**config.mk**
```make
export PLATFORM = sky130hd
export DESIGN_NAME = packet_source
export DESIGN_NICKNAME = d
export VERILOG_FILES = /design/src/rtl/packet_source_pkg.sv /design/src/rtl/packet_source_credit_ctr.sv /design/src/rtl/packet_source.sv
export SDC_FILE = /design/constraint.sdc
export NUM_CORES = 1
export LEC_CHECK = 0
export ABC_AREA = 1
export BUFFER_PORTS_ARGS = -buffer_cell sky130_fd_sc_hd__buf_2
export CAP_MARGIN = 10
export CORE_ASPECT_RATIO = 1.4
export CORE_UTILIZATION = 50
export CTS_BUF_LIST = sky130_fd_sc_hd__clkbuf_2
export CTS_CLUSTER_SIZE = 24
export DETAILED_ROUTE_END_ITERATION = 7
export PLACE_DENSITY = 0.76
export RECOVER_POWER = 50
export SLEW_MARGIN = 20
export SYNTH_ARGS = -nofsm -noshare
export SYNTH_HDL_FRONTEND = slang
export SYNTH_SLANG_ARGS = --single-unit
```
**constraint.sdc**
```tcl
create_clock -name clk -period 4.7 [get_ports clk]
set_clock_uncertainty 0.05 [all_clocks]
set_input_delay 0.235 -clock clk [delete_from_list [all_inputs] [get_ports clk]]
set_output_delay 0.235 -clock clk [all_outputs]
set_load 0.05 [all_outputs]
```
**src/rtl/packet_source_pkg.sv**
```systemverilog
// Shared constants, state encoding and elaboration helpers for the packet source.
package packet_source_pkg;

  typedef enum logic [1:0] {
    STATE_IDLE = 2'd0,
    STATE_HEAD = 2'd1,
    STATE_BODY = 2'd2
  } state_t;

  localparam int PKT_CNT_LSB_OFS = 5;
  localparam int PKT_CNT_WIDTH   = 32;
  localparam int SRC_ADDR_WIDTH  = 2;
  localparam logic [15:0] LFSR_TAPS = 16'hB400;
`ifdef PACKET_SOURCE_TIMESTAMP_EN
  localparam int TIMESTAMP_WIDTH = 32;
`endif

  function automatic int clogb(input int value);
    int n;
    n = 0;
    while ((1 << n) < value) n = n + 1;
    return n;
  endfunction

  function automatic int at_least_one(input int value);
    return (value < 1) ? 1 : value;
  endfunction

endpackage

```
**src/rtl/packet_source_credit_ctr.sv**
```systemverilog
// Per-VC credit counter: decrements on flit issue, increments on returned credit, flags overflow.
module packet_source_credit_ctr
  import packet_source_pkg::*;
#(
  parameter int max_credits = 8
) (
  input  logic clk,
  input  logic reset,
  input  logic consume,
  input  logic credit_return,
  output logic nonzero,
  output logic error
);

  localparam int cw = clogb(max_credits + 1);
  localparam logic [cw-1:0] full = cw'(max_credits);

  logic [cw-1:0] count;

  always_ff @(posedge clk or posedge reset) begin
    if (reset) begin
      count <= full;
      error <= 1'b0;
    end else begin
      case ({consume, credit_return})
        2'b10: count <= count - cw'(1);
        2'b01: begin
          if (count == full) error <= 1'b1;
          else               count <= count + cw'(1);
        end
        default: ;
      endcase
    end
  end

  assign nonzero = (count != '0);

endmodule

```
**src/rtl/packet_source.sv**
```systemverilog
// Credit-flow-controlled packet injector; PACKET_SOURCE_TIMESTAMP_EN adds a cycle stamp to payload flits.
module packet_source
  import packet_source_pkg::*;
#(
  parameter int num_vcs            = 8,
  parameter int buffer_size        = 64,
  parameter int flit_data_width    = 64,
  parameter int route_info_width   = 14,
  parameter int max_payload_length = 4,
  parameter int min_payload_length = 1,
  parameter int enable_link_pm     = 1,
  parameter int inject_rate        = 26,
  parameter logic [15:0] lfsr_seed = 16'hACE1,
  parameter int src_dim1           = 0,
  parameter int src_dim2           = 0
) (
  input  logic                                                   clk,
  input  logic                                                   reset,
  input  logic                                                   enable,
  input  logic [route_info_width-1:0]                            dest_route,
  input  logic [clogb(num_vcs):0]                                flow_ctrl,
  output logic [enable_link_pm+clogb(num_vcs)+flit_data_width+1:0] channel,
  output logic [31:0]                                            pkt_count,
  output logic                                                   busy,
  output logic                                                   error
);

  localparam int vc_w      = clogb(num_vcs);
  localparam int len_range = max_payload_length - min_payload_length + 1;
  localparam int len_w     = at_least_one(clogb(len_range));
  localparam int rem_w     = at_least_one(clogb(max_payload_length + 1));
  localparam int pkt_lsb   = flit_data_width - PKT_CNT_LSB_OFS - PKT_CNT_WIDTH + 1;
  localparam int src1_lsb  = flit_data_width - 2 * SRC_ADDR_WIDTH;
  localparam int src2_lsb  = flit_data_width - SRC_ADDR_WIDTH;

  state_t                        state;
  logic [15:0]                   lfsr;
  logic [vc_w-1:0]               vc_q, last_vc, pick, cand;
  logic [route_info_width-1:0]   route_q;
  logic [len_w-1:0]              len_off, len_off_q;
  logic [rem_w-1:0]              remaining;
  logic [31:0]                   pkt_cnt;
  logic [num_vcs-1:0]            nonzero, err, consume, ret;
  logic                          start, send, found;
  logic [flit_data_width-1:0]    flit_data;
  logic                          vld_p1, head_p1, link_p1;
  logic [vc_w-1:0]               vc_p1;
  logic [flit_data_width-1:0]    data_p1;

  assign start   = enable && (int'(lfsr[7:0]) < inject_rate) && (|nonzero);
  assign send    = (state != STATE_IDLE) && nonzero[vc_q];
  assign len_off = len_w'(int'(lfsr[15:8]) % len_range);

  for (genvar v = 0; v < num_vcs; v++) begin : g_credit
    assign consume[v] = send && (vc_q == vc_w'(v));
    assign ret[v]     = flow_ctrl[0] && (flow_ctrl[vc_w:1] == vc_w'(v));
    packet_source_credit_ctr #(.max_credits(buffer_size / num_vcs)) u_ctr (
      .clk          (clk),
      .reset        (reset),
      .consume      (consume[v]),
      .credit_return(ret[v]),
      .nonzero      (nonzero[v]),
      .error        (err[v])
    );
  end

  // Round-robin: first VC with credit, searching upward from the one after the last used
  always_comb begin
    pick  = '0;
    cand  = '0;
    found = 1'b0;
    for (int i = 1; i <= num_vcs; i++) begin
      cand = vc_w'((int'(last_vc) + i) % num_vcs);
      if (!found && nonzero[cand]) begin
        pick  = cand;
        found = 1'b1;
      end
    end
  end

`ifdef PACKET_SOURCE_TIMESTAMP_EN
  logic [TIMESTAMP_WIDTH-1:0] cycle_cnt;
  always_ff @(posedge clk or posedge reset) begin
    if (reset) cycle_cnt <= '0;
    else       cycle_cnt <= cycle_cnt + TIMESTAMP_WIDTH'(1);
  end
`endif

  always_comb begin
    flit_data = '0;
    if (state == STATE_HEAD) begin
      flit_data[route_info_width-1:0]     = route_q;
      flit_data[route_info_width +: len_w] = len_off_q;
    end else begin
      flit_data[pkt_lsb +: PKT_CNT_WIDTH]   = pkt_cnt;
      flit_data[src1_lsb +: SRC_ADDR_WIDTH] = SRC_ADDR_WIDTH'(src_dim1);
      flit_data[src2_lsb +: SRC_ADDR_WIDTH] = SRC_ADDR_WIDTH'(src_dim2);
`ifdef PACKET_SOURCE_TIMESTAMP_EN
      flit_data[pkt_lsb-TIMESTAMP_WIDTH +: TIMESTAMP_WIDTH] = cycle_cnt;
`endif
    end
  end

  always_ff @(posedge clk or posedge reset) begin
    if (reset) begin
      state     <= STATE_IDLE;
      lfsr      <= lfsr_seed;
      vc_q      <= '0;
      last_vc   <= vc_w'(num_vcs - 1);
      route_q   <= '0;
      len_off_q <= '0;
      remaining <= '0;
      pkt_cnt   <= '0;
      vld_p1    <= 1'b0;
      head_p1   <= 1'b0;
      link_p1   <= 1'b0;
      vc_p1     <= '0;
      data_p1   <= '0;
    end else begin
      lfsr <= {1'b0, lfsr[15:1]} ^ (lfsr[0] ? LFSR_TAPS : 16'h0000);
      // Stage boundary: flit decided this cycle is presented on the channel after the edge
      vld_p1  <= send;
      head_p1 <= send && (state == STATE_HEAD);
      vc_p1   <= send ? vc_q : '0;
      data_p1 <= send ? flit_data : '0;
      link_p1 <= (state != STATE_IDLE) || start;
      case (state)
        STATE_IDLE: begin
          if (start) begin
            state     <= STATE_HEAD;
            vc_q      <= pick;
            last_vc   <= pick;
            route_q   <= dest_route;
            len_off_q <= len_off;
            remaining <= rem_w'(min_payload_length + int'(len_off));
          end
        end
        STATE_HEAD: begin
          if (send) begin
            if (remaining == '0) begin
              pkt_cnt <= pkt_cnt + 32'd1;
              state   <= STATE_IDLE;
            end else begin
              state <= STATE_BODY;
            end
          end
        end
        STATE_BODY: begin
          if (send) begin
            remaining <= remaining - rem_w'(1);
            if (remaining == rem_w'(1)) begin
              pkt_cnt <= pkt_cnt + 32'd1;
              state   <= STATE_IDLE;
            end
          end
        end
        default: state <= STATE_IDLE;
      endcase
    end
  end

  if (enable_link_pm != 0) begin : g_link
    assign channel = {link_p1, vld_p1, vc_p1, head_p1, data_p1};
  end else begin : g_nolink
    assign channel = {vld_p1, vc_p1, head_p1, data_p1};
  end

  assign pkt_count = pkt_cnt;
  assign busy      = (state != STATE_IDLE);
  assign error     = |err;

endmodule

```
Word-level counts from Yosys, hierarchy flattened
Index checks and enable logic that the tools add are counted.
{"block": "classes", "n_addsub": 27, "magnitude_cmp": 10, "n_eq_ne": 54, "mux": 68, "n_bitwise": 1, "n_reduce_logical": 80}
{"op": "$mux W32", "count": 5}
{"op": "$mux W64", "count": 1}
{"op": "$pmux W32 S2", "count": 1}
{"op": "$pmux W4 S2", "count": 8}
{"op": "$lt A3 B4 Y1 const B", "count": 9}
{"op": "$reduce_and A2 Y1", "count": 17}
{"op": "$mux W3", "count": 11}
{"op": "$add A32 B1 Y32 const B", "count": 1}
{"op": "$add A4 B1 Y4 const B", "count": 8}
{"op": "$eq A4 B4 Y1 const B", "count": 8}
{"op": "$mux W16", "count": 2}
{"op": "$mux W4", "count": 8}
{"op": "$reduce_bool A4 Y1", "count": 8}
{"op": "$sub A4 B1 Y4 const B", "count": 8}
{"op": "$bmux W1 S3", "count": 9}
{"op": "$logic_and A1 B1 Y1", "count": 27}
{"op": "$eq A3 B3 Y1 const B", "count": 8}
{"op": "$ne A2 B2 Y1 const B", "count": 12}
{"op": "$reduce_bool A2 Y1", "count": 11}
{"op": "$eq A2 B1 Y1 const B", "count": 9}
{"op": "$eq A2 B2 Y1 const B", "count": 9}
{"op": "$mux W1", "count": 16}
{"op": "$reduce_or A8 Y1", "count": 2}
{"op": "$xor A15 B16 Y16", "count": 1}
{"op": "19 further kinds", "count": 41}
{"block": "totals", "regBits": 185, "output_inout_bits": 104, "elab_cells": 269}

Logic depth before layout (Yosys ltp)
Gate-level depths: netlist (run 1).
{"block": "logic_depth", "depth_word": 25, "depth_mapped": 18, "depth_no_buf": 16}

Hierarchy
Synthesis (run 1) repeated with hierarchy kept, for this count alone.
{"block": "hier_totals", "hier_cells": 1177, "hier_area_um2": 9471.6}
{"module": "packet_source", "instances": 1, "cells_each": 761, "area_per_inst_um2": 6278.5}
{"module": "packet_source_credit_ctr", "instances": 8, "cells_each": 52, "area_per_inst_um2": 399.1}

Worst setup path after synthesis (run 1)
OpenSTA, ideal clock, no wires.
{"block": "synth_path", "path_kind": "register to register", "from": "reg last_vc[1]", "to": "reg vc_q[2]", "setup_time_ps": 120, "arrival_time_ps": 2502, "required_time_ps": 4530, "slack_ps": 2028, "path_stages_with_launch": 18, "synth_period_minus_slack_ps": 2672, "path_cell_list": "dfstp_2 buf_2 inv_1 ha_1 clkbuf_1 inv_1 nand3_1 nand3_1 nand2_2 nand2_1 nor2_2 nand2_1 nor2_1 nand2_1 nand3_1 nand2_1 nand3_1 nand2_1"}
{"block": "synth_via", "elab_chain_cells": 25}
{"element": "start, declared", "line": "packet_source.sv:38", "text": "logic [vc_w-1:0] vc_q, last_vc, pick, cand;"}
{"element": "start signal, assigned", "line": "packet_source.sv:109", "text": "last_vc <= vc_w'(num_vcs - 1);"}
{"element": "start signal, assigned", "line": "packet_source.sv:132", "text": "last_vc <= pick;"}
{"element": "$add A3 B1 Y3", "line": "packet_source.sv:73", "text": "cand = vc_w'((int'(last_vc) + i) % num_vcs);"}
{"element": "$bmux W1 S3", "line": "packet_source.sv:74", "text": "if (!found && nonzero[cand]) begin"}
{"element": "$mux W1 (not written as such)", "line": "packet_source.sv:74"}
{"element": "$mux W1", "line": "packet_source.sv:74"}
{"element": "$logic_not A1 Y1", "line": "packet_source.sv:74"}
{"element": "$logic_and A1 B1 Y1", "line": "packet_source.sv:74"}
{"element": "$mux W1", "line": "packet_source.sv:74"}
{"element": "$logic_not A1 Y1", "line": "packet_source.sv:74"}
{"element": "[9 not listed]"}
{"element": "$logic_and A1 B1 Y1", "line": "packet_source.sv:74"}
{"element": "$mux W1", "line": "packet_source.sv:74"}
{"element": "$logic_not A1 Y1", "line": "packet_source.sv:74"}
{"element": "$logic_and A1 B1 Y1", "line": "packet_source.sv:74"}
{"element": "$mux W1", "line": "packet_source.sv:74"}
{"element": "$logic_not A1 Y1", "line": "packet_source.sv:74"}
{"element": "$logic_and A1 B1 Y1", "line": "packet_source.sv:74"}
{"element": "$mux W3 (*)", "line": "packet_source.sv:74"}
{"element": "end signal, assigned", "line": "packet_source.sv:131", "text": "vc_q <= pick;"}
{"element": "end, declared", "line": "packet_source.sv:38"}
Every way passes the cells marked *; elsewhere a longest branch is shown, timed or not. The select of a mux whose other input is x is not followed.
A chain may end at the register's enable or synchronous reset.

Final worst setup path (run 1)
{"block": "layout_path", "from": "reg g_credit[3].u_ctr.count[0]", "to": "reg pkt_cnt[18] (netlist: pkt_count[18])"}
{"block": "layout_via", "elab_chain_cells": 6}
{"element": "start, declared", "line": "packet_source_credit_ctr.sv:18", "text": "logic [cw-1:0] count;"}
{"element": "start signal, assigned", "line": "packet_source_credit_ctr.sv:22", "text": "count <= full;"}
{"element": "start signal, assigned", "line": "packet_source_credit_ctr.sv:26", "text": "2'b10: count <= count - cw'(1);"}
{"element": "start signal, assigned", "line": "packet_source_credit_ctr.sv:29", "text": "else count <= count + cw'(1);"}
{"element": "$reduce_bool A4 Y1 (*)", "line": "packet_source_credit_ctr.sv:36", "text": "assign nonzero = (count != '0);"}
{"element": "$bmux W1 S3 (*)", "line": "packet_source.sv:51", "text": "assign send = (state != STATE_IDLE) && nonzero[vc_q];"}
{"element": "$mux W1 (not written as such) (*)", "line": "packet_source.sv:51"}
{"element": "$logic_and A1 B1 Y1 (*)", "line": "packet_source.sv:51"}
{"element": "via send", "line": "packet_source.sv:44", "text": "logic start, send, found;"}
{"element": "$ne A2 B2 Y1 (no line)"}
{"element": "$reduce_and A5 Y1 (no line) (*)"}
{"element": "end signal, assigned", "line": "packet_source.sv:141", "text": "pkt_cnt <= pkt_cnt + 32'd1;"}
{"element": "end signal, assigned", "line": "packet_source.sv:152", "text": "pkt_cnt <= pkt_cnt + 32'd1;"}
{"element": "end, declared", "line": "packet_source.sv:42", "text": "logic [31:0] pkt_cnt;"}
Mark *: on every way through the listed nets, which the timed path passes. The rest lies on a longest branch. The select of a mux whose other input is x is not followed.

==> results of run 1 <==
[worst reg2reg max path: cells and delay by family, from the launching register on]
| family | cells | cell delay (ns) |
|---|---|---|
| and+or+nand+nor | 6 | 0.72 |
| buffers and inverters | 4 | 1.17 |
| AOI/OAI and AO/OA | 3 | 0.54 |
| DFF | 1 | 0.50 |
[power by group through the flow]
stage               Clock (uW)  Combinational (uW)  Sequential [uW]
finish                     856                2700             2130
global route               938                3040             2180
CTS                        881                2700             2130
detailed placement           0                2670             2160
global placement             0                2610             2150
floorplan                    0                1970             2290
[registers in the layout (all words and copies together), names as in the netlist, 8 cells and up]
register              flops
data_p1                  48
g_credit.u_ctr.count     32
pkt_count                32
lfsr                     16
route_q                  14
g_credit.u_ctr.error      8
[worst max-delay path by stage]
stage,start,end,slack [ns]
2_1_floorplan,last_vc[1],vc_q[2],2.03
3_3_place_gp,g_credit[7].u_ctr.count[1],pkt_count[18],1.82
3_5_place_dp,g_credit[0].u_ctr.count[0],pkt_count[18],1.68
4_1_cts,g_credit[0].u_ctr.count[0],pkt_count[18],1.64
5_1_grt,g_credit[2].u_ctr.count[0],pkt_count[4],1.28
6_report,g_credit[3].u_ctr.count[0],pkt_count[18],1.61
[metal layers]
layer  up-vias  part of all wire (%)  global-route usage (%)
met1      3451                    41                    27.8
met3        31                   4.6                    4.57
met2       214                    53                    42.0
met5         -                     0                       0
met4         0                   1.9                    7.46
li1       3573                     -                       -
[cells by family after synthesis]
| logic type | Yosys count |
|---|---|
| buffers and inverters | 189 |
| flip-flops | 169 |
| AO/OA/AOI/OAI | 110 |
| XOR/XNOR | 56 |
| AND/OR/NAND/NOR | 493 |
| adder cells (fa/ha/maj) | 31 |
| other | 1 |
[metrics by stage]
stage	util, %	hold slack, ns
floorplan	-	0.283
global placement	55.6	0.288
detailed placement	55.6	0.292
CTS	58.6	0.103
global route	58.4	0.0697
finish	58.4	0.145
[Yosys cell counts, types with 2 or more instances]
cell	number	area share, %
fa_1	8	1.8
clkbuf_1	10	0.43
o21ai_1	34	1.9
a31oi_1	10	0.72
o21bai_1	8	0.69
nand2_2	3	0.21
nand3_1	83	4.8
o22ai_1	4	0.29
xor2_1	46	4.6
inv_2	3	0.13
buf_2	7	0.40
buf_4	20	1.7
buf_6	2	0.26
nor4_1	13	0.93
dfstp_2	19	5.7
o21ai_0	41	2.3
ha_1	23	3.3
nor3_1	37	2.1
inv_1	144	6.2
dfrtp_1	150	43
o211ai_1	2	0.17
xnor2_1	10	1.0
nand2_1	240	10
nor2_1	100	4.3
nand4_1	14	1.0
o21ai_2	7	0.70
[final cells by class]
class / instances / area (um2)
timing repair buffer: 135 / 778
antenna: 1 / 2.50
clock buffer: 17 / 85.1
multi-input combinational: 706 / 3730
fill: 1554 / 7060
inverter: 149 / 564
clock inverter: 15 / 189
tap: 232 / 290
sequential: 169 / 4250
[cells in the final DEF, fill, tap and decap left out, drive strengths merged, types with 2 or more instances in the layout]
master / n
ha: 23
xor2: 46
nor4: 13
xnor2: 10
nor3: 38
a31oi: 10
clkinv: 8
nor2: 101
inv: 152
dfstp: 19
o22ai: 4
dlygate4sd3: 23
buf: 84
dfrtp: 150
conb: 16
clkbuf: 45
fa: 8
nand3: 83
o21bai: 8
o211ai: 2
nand2: 243
bufinv: 3
nand4: 14
o21ai: 82
==> flow_metrics.env, run 1 <==
export IMPL_coreArea_mm2=0.0170
export IMPL_r2r_end="pkt_count[18]"
export IMPL_power_uw=5690
export IMPL_drive_gt1_share_pct=12.5
export IMPL_grt_overflow=0
export IMPL_setup_viol=0
export IMPL_slowest_delay_ns=0.52
export IMPL_maxSlewViolCount=0
export IMPL_arrival_ns=3.68
export IMPL_worstPathCellList="nor2_1, nand2_1, o22ai_1, o21ai_2, inv_1, or2_1, buf_4, clkinv_2, o2111ai_4, buf_4, nor2_1, nand2_1, nand2_1"
export IMPL_cts_buffer_depth=2
export IMPL_cts_tree="done"
export IMPL_start_util_pct=51.5
export IMPL_timing_final_crit_period_ns=3.09
export IMPL_maxCapViolCount=0
export IMPL_r2r_cells=13
export IMPL_first_iter_violations=492
export IMPL_synth_top_family_by_area="simple AND/OR/NAND/NOR gates"
export IMPL_post_route_drc_count=0
export IMPL_period_share_pct=65.7
export IMPL_gp_congestion=0.951
export IMPL_grt_pass1_wl_mm=32.6
export IMPL_whs_path_depth=4
export IMPL_final_cells=1424
export IMPL_synth_cell_area_mm2=0.00874
export IMPL_reg2reg_from="g_credit[3].u_ctr.count[0]"
export IMPL_switching_share_pct=48.3
export IMPL_numCtsBuffers=17
export IMPL_rsz0062_at_grt="no"
export IMPL_num_nets_final=1230
export IMPL_hold_start="dest_route[13]"
export IMPL_final_area_mm2=0.00990
export IMPL_placed_cells=1368
export IMPL_die_w_um=114
export IMPL_ys_seq_elements=169
export IMPL_portBuffers=108
export IMPL_die_area_mm2=0.0180
export IMPL_syn_to_final_growth_pct=13.2
export IMPL_hold_class="primary input to flip-flop"
export IMPL_cts_sinks=169
export IMPL_hpwl_mm=14.4
export IMPL_synthFlopType="dfrtp_1"
export IMPL_async_reset_ff_share_pct=100
export IMPL_seq_area_frac_synth_pct=48.7
export IMPL_ys_types=37
export IMPL_placed_cell_area_mm2=0.00942
export IMPL_powerDensity_mw_per_mm2=575
export IMPL_tns_ns=0
export IMPL_synth_compound_area_share_pct=7.39
export IMPL_ant_nets=0
export IMPL_tightest_slew_ns=0.884
export IMPL_die_h_um=158
export IMPL_cp_max_fo=49
export IMPL_clk_pin_slew_ns=0.27
export IMPL_vias=7269
export IMPL_rows=56
export IMPL_finalHoldViolations=0
export IMPL_cts_root_buf="clkbuf_2"
export IMPL_p_leak_uw=0.00476
export IMPL_outcome="finished clean"
export IMPL_grt_max_degree=170
export IMPL_crit_family="buffers and inverters"
export IMPL_p_clk_share_pct=15.1
export IMPL_power_frac_comb_pct=47.4
export IMPL_post_cts_resized=0
export IMPL_start_kind="flip-flop"
export IMPL_fmax_mhz=324
export IMPL_cp_end_kind="flip-flop"
export IMPL_track_usage_pct=23.3
export IMPL_holdBufCountCts=23
export IMPL_max_vdd_ir_drop_mv=0.356
export IMPL_wl_mm=19.9
export IMPL_internal_power_uw=2940
export IMPL_critical_path_buf_inv_count=4
export IMPL_synth_xor_area_share_pct=5.61
export IMPL_cp_required_ns=5.29
export IMPL_cts_setup_buffers=0
export IMPL_rrSetupSlack_ns=1.61
export IMPL_place_ws_ns=1.68
export IMPL_cts_htree_levels=4
export IMPL_crit_top_cell="nand2_1"
export IMPL_clk_latency_ns=0.76
export IMPL_synth_simple_gate_area_share_pct=23.9
export IMPL_ys_warn_count=0
export IMPL_syn_avg_cell_area_um2=8.33
export IMPL_cp_depth=13
export IMPL_antenna_found_initial=1
export IMPL_grt_pass1_vias=6920
export IMPL_sequentialPowerShare_pct=37.5
export IMPL_synth_edf_count=0
export IMPL_dr_pass1_iters=7
export IMPL_critPathKind="flip-flop to flip-flop"
export IMPL_fin_ws_ns=1.61
export IMPL_slew_limit_headroom_pct=41.1
export IMPL_synthAdderAreaFrac_pct=5.13
export IMPL_viasPerCell=5.10
export IMPL_crit_path_top_delay_cell="buf_4"
export IMPL_holdPathEnd="route_q[13]"
export IMPL_synthMuxAreaShare_pct=0
export IMPL_power_switching_uw=2750
export IMPL_wire_per_inst_um=14.0
export IMPL_io_pins=125
export IMPL_syn_inst=1049
Note: power is estimated with default switching activity, not from simulation.
==> inputs of run 2 (changes only) <==
PLACE_DENSITY = 0.73   (was 0.76)
clock period = 3 ns   (was 4.7 ns; I/O delays follow)
==> run 2 against run 1 <==
Against the previous run:
- cell count rose by 0.84%
- sequential cell count did not move
- largest power group unchanged
- critical endpoint is now g_credit[6].u_ctr.count[3]
- cell area rose by 0.85%
- critical path type is now primary input to flip-flop
- die area did not move
==> flow_metrics.env, run 2 (synthesized netlist as in run 1, its figures left out) <==
export IMPL_outcome="finished clean"
export IMPL_final_common_cell="nand2_1"
export IMPL_die_area_mm2=0.0180
export IMPL_num_nets_final=1242
export IMPL_tns_ns=0
export IMPL_vias=7298
export IMPL_hold_class="primary input to flip-flop"
export IMPL_powerDensity_mw_per_mm2=887
export IMPL_drive_gt1_share_pct=14.2
export IMPL_top_register="data_p1"
export IMPL_start_kind="primary input"
export IMPL_setup_viol=0
export IMPL_first_iter_violations=450
export IMPL_cp_end_kind="flip-flop"
export IMPL_grt_overflow=0
export IMPL_grt_pass1_wl_mm=34.0
export IMPL_antenna_found_initial=1
export IMPL_clk_pin_slew_ns=0.25
export IMPL_cts_htree_levels=4
export IMPL_arrival_ns=3.47
export IMPL_multiInputGateArea_mm2=0.00376
export IMPL_maxCapViolCount=0
export IMPL_die_h_um=158
export IMPL_grt_max_degree=53
export IMPL_dr_pass1_iters=5
export IMPL_cts_buffer_depth=2
export IMPL_cts_sinks=169
export IMPL_cts_tree="done"
export IMPL_io_pins=125
export IMPL_critPathKind="primary input to flip-flop"
export IMPL_track_usage_pct=24.4
export IMPL_placed_cell_area_mm2=0.00952
export IMPL_hpwl_mm=15.3
export IMPL_final_area_mm2=0.00998
export IMPL_portBuffers=108
export IMPL_cp_max_fo=5
export IMPL_slew_limit_headroom_pct=7.33
export IMPL_fin_ws_ns=0.161
export IMPL_coreArea_mm2=0.0170
export IMPL_finalHoldViolations=0
export IMPL_maxSlewViolCount=0
export IMPL_die_w_um=114
export IMPL_cts_setup_buffers=0
export IMPL_wl_mm=20.5
export IMPL_largest_reg_flops=48
export IMPL_wire_per_inst_um=14.2
export IMPL_cts_root_buf="clkbuf_2"
export IMPL_numCtsBuffers=17
export IMPL_gp_congestion=1.03
export IMPL_clk_latency_ns=0.75
export IMPL_ant_nets=0
export IMPL_tightest_slew_ns=1.39
export IMPL_rsz0062_at_grt="no"
export IMPL_timing_final_crit_period_ns=2.84
export IMPL_syn_to_final_growth_pct=14.2
export IMPL_fmax_mhz=352
export IMPL_period_share_pct=94.6
export IMPL_place_ws_ns=0.215
export IMPL_grt_pass1_vias=7051
export IMPL_start_util_pct=51.5
export IMPL_viasPerCell=5.08
export IMPL_rows=56
export IMPL_cp_required_ns=3.63
export IMPL_max_vdd_ir_drop_mv=0.457
export IMPL_layout_common_cells="236 x nand2_1, 148 x dfrtp_1, 143 x inv_1"
export IMPL_fill_cells=1640
export IMPL_post_route_drc_count=0
export IMPL_seqCellArea_mm2=0.00426
export IMPL_p_leak_uw=0.00479
## run 2: cell count changes in the layout (fill, tap and decap cells not counted), sizes merged
cell         previous run  this run
buf                    84        94
clkinvlp                1         3
inv                   152       151
bufinv                  3         1
diode                   1         2
dlygate4sd3            23        25
## run 2: layout make-up
| type | instances | share of cell area (%) |
|---|---|---|
| Timing Repair Buffer | 147 | 8.81 |
| Inverter | 149 | 5.63 |
| Sequential cell | 169 | 42.6 |
| Tap cell | 232 | 2.91 |
| Clock inverter | 14 | 1.44 |
| Multi-Input combinational cell | 706 | 37.7 |
| Antenna cell | 2 | 0.0502 |
| Clock buffer | 17 | 0.853 |
## run 2: worst paths after layout
| path | cells past startpoint | slack (ns) | start | to |
|---|---|---|---|---|
| worst max-delay path | 16 | 0.16 | flow_ctrl[1] | g_credit[6].u_ctr.count[3] |
| worst min-delay path | 4 | 0.09 | dest_route[13] | route_q[13] |
| worst max register to register | 14 | 0.25 | g_credit[1].u_ctr.count[3] | g_credit[1].u_ctr.count[3] |
| worst min register to register | 0 | 0.32 | lfsr[12] | lfsr[11] |
| max in group asynchronous | 6 | 0.44 | reset | g_credit[3].u_ctr.count[3] |
| min in group asynchronous | 4 | 0.50 | reset | data_p1[38] |
## run 2: per-stage QoR
step	total power (uW)	util, %	hold WS, ns	std cells
after floorplan	6670	-	0.221	1064
after global placement	7570	56.1	0.289	1377
after detailed placement	7660	56.1	0.298	1377
after CTS	8880	58.9	0.0150	1432
after global routing	9620	58.9	0.0182	1436
final	8850	58.9	0.0944	1436
## run 2: repair_timing
| action | CTS | global route |
|---|---|---|
| endpoints found under the setup margin | 0 | 8 |
| gates resized for setup | 0 | 12 |
| hold buffers | 24 | 1 |
| endpoints found under the hold margin | 82 | 16 |
## run 2: layer usage
metal  up-vias  part of all wire, %  wire length (um)  track usage [%]
met2       220                   52             10700             44.1
met1      3434                   40              8130             28.2
met4         0                  3.4               696             10.7
met3        47                  4.6               947             4.30
met5         -                    0                 0                0
li1       3597                    -                 -                -
## run 2: critical path, cell delays in order
cell	delay, ns
dlygate4sd3_1	0.53
buf_2	0.13
inv_1	0.06
nand2_1	0.05
dlygate4sd3_1	0.57
nor2_1	0.17
dlygate4sd3_1	0.60
nand2_1	0.14
ha_1	0.35
nand2_1	0.09
nand2_1	0.05
a31oi_1	0.20
inv_1	0.06
nand2_1	0.07
nand3_1	0.09
xnor2_1	0.17
## run 2: power breakdown
group / total, uW / switching, uW / internal (uW)
registers: 3320 / 452 / 2870
clock network: 1170 / 855 / 320
logic: 4360 / 3040 / 1320
total: 8850 / 4350 / 4510
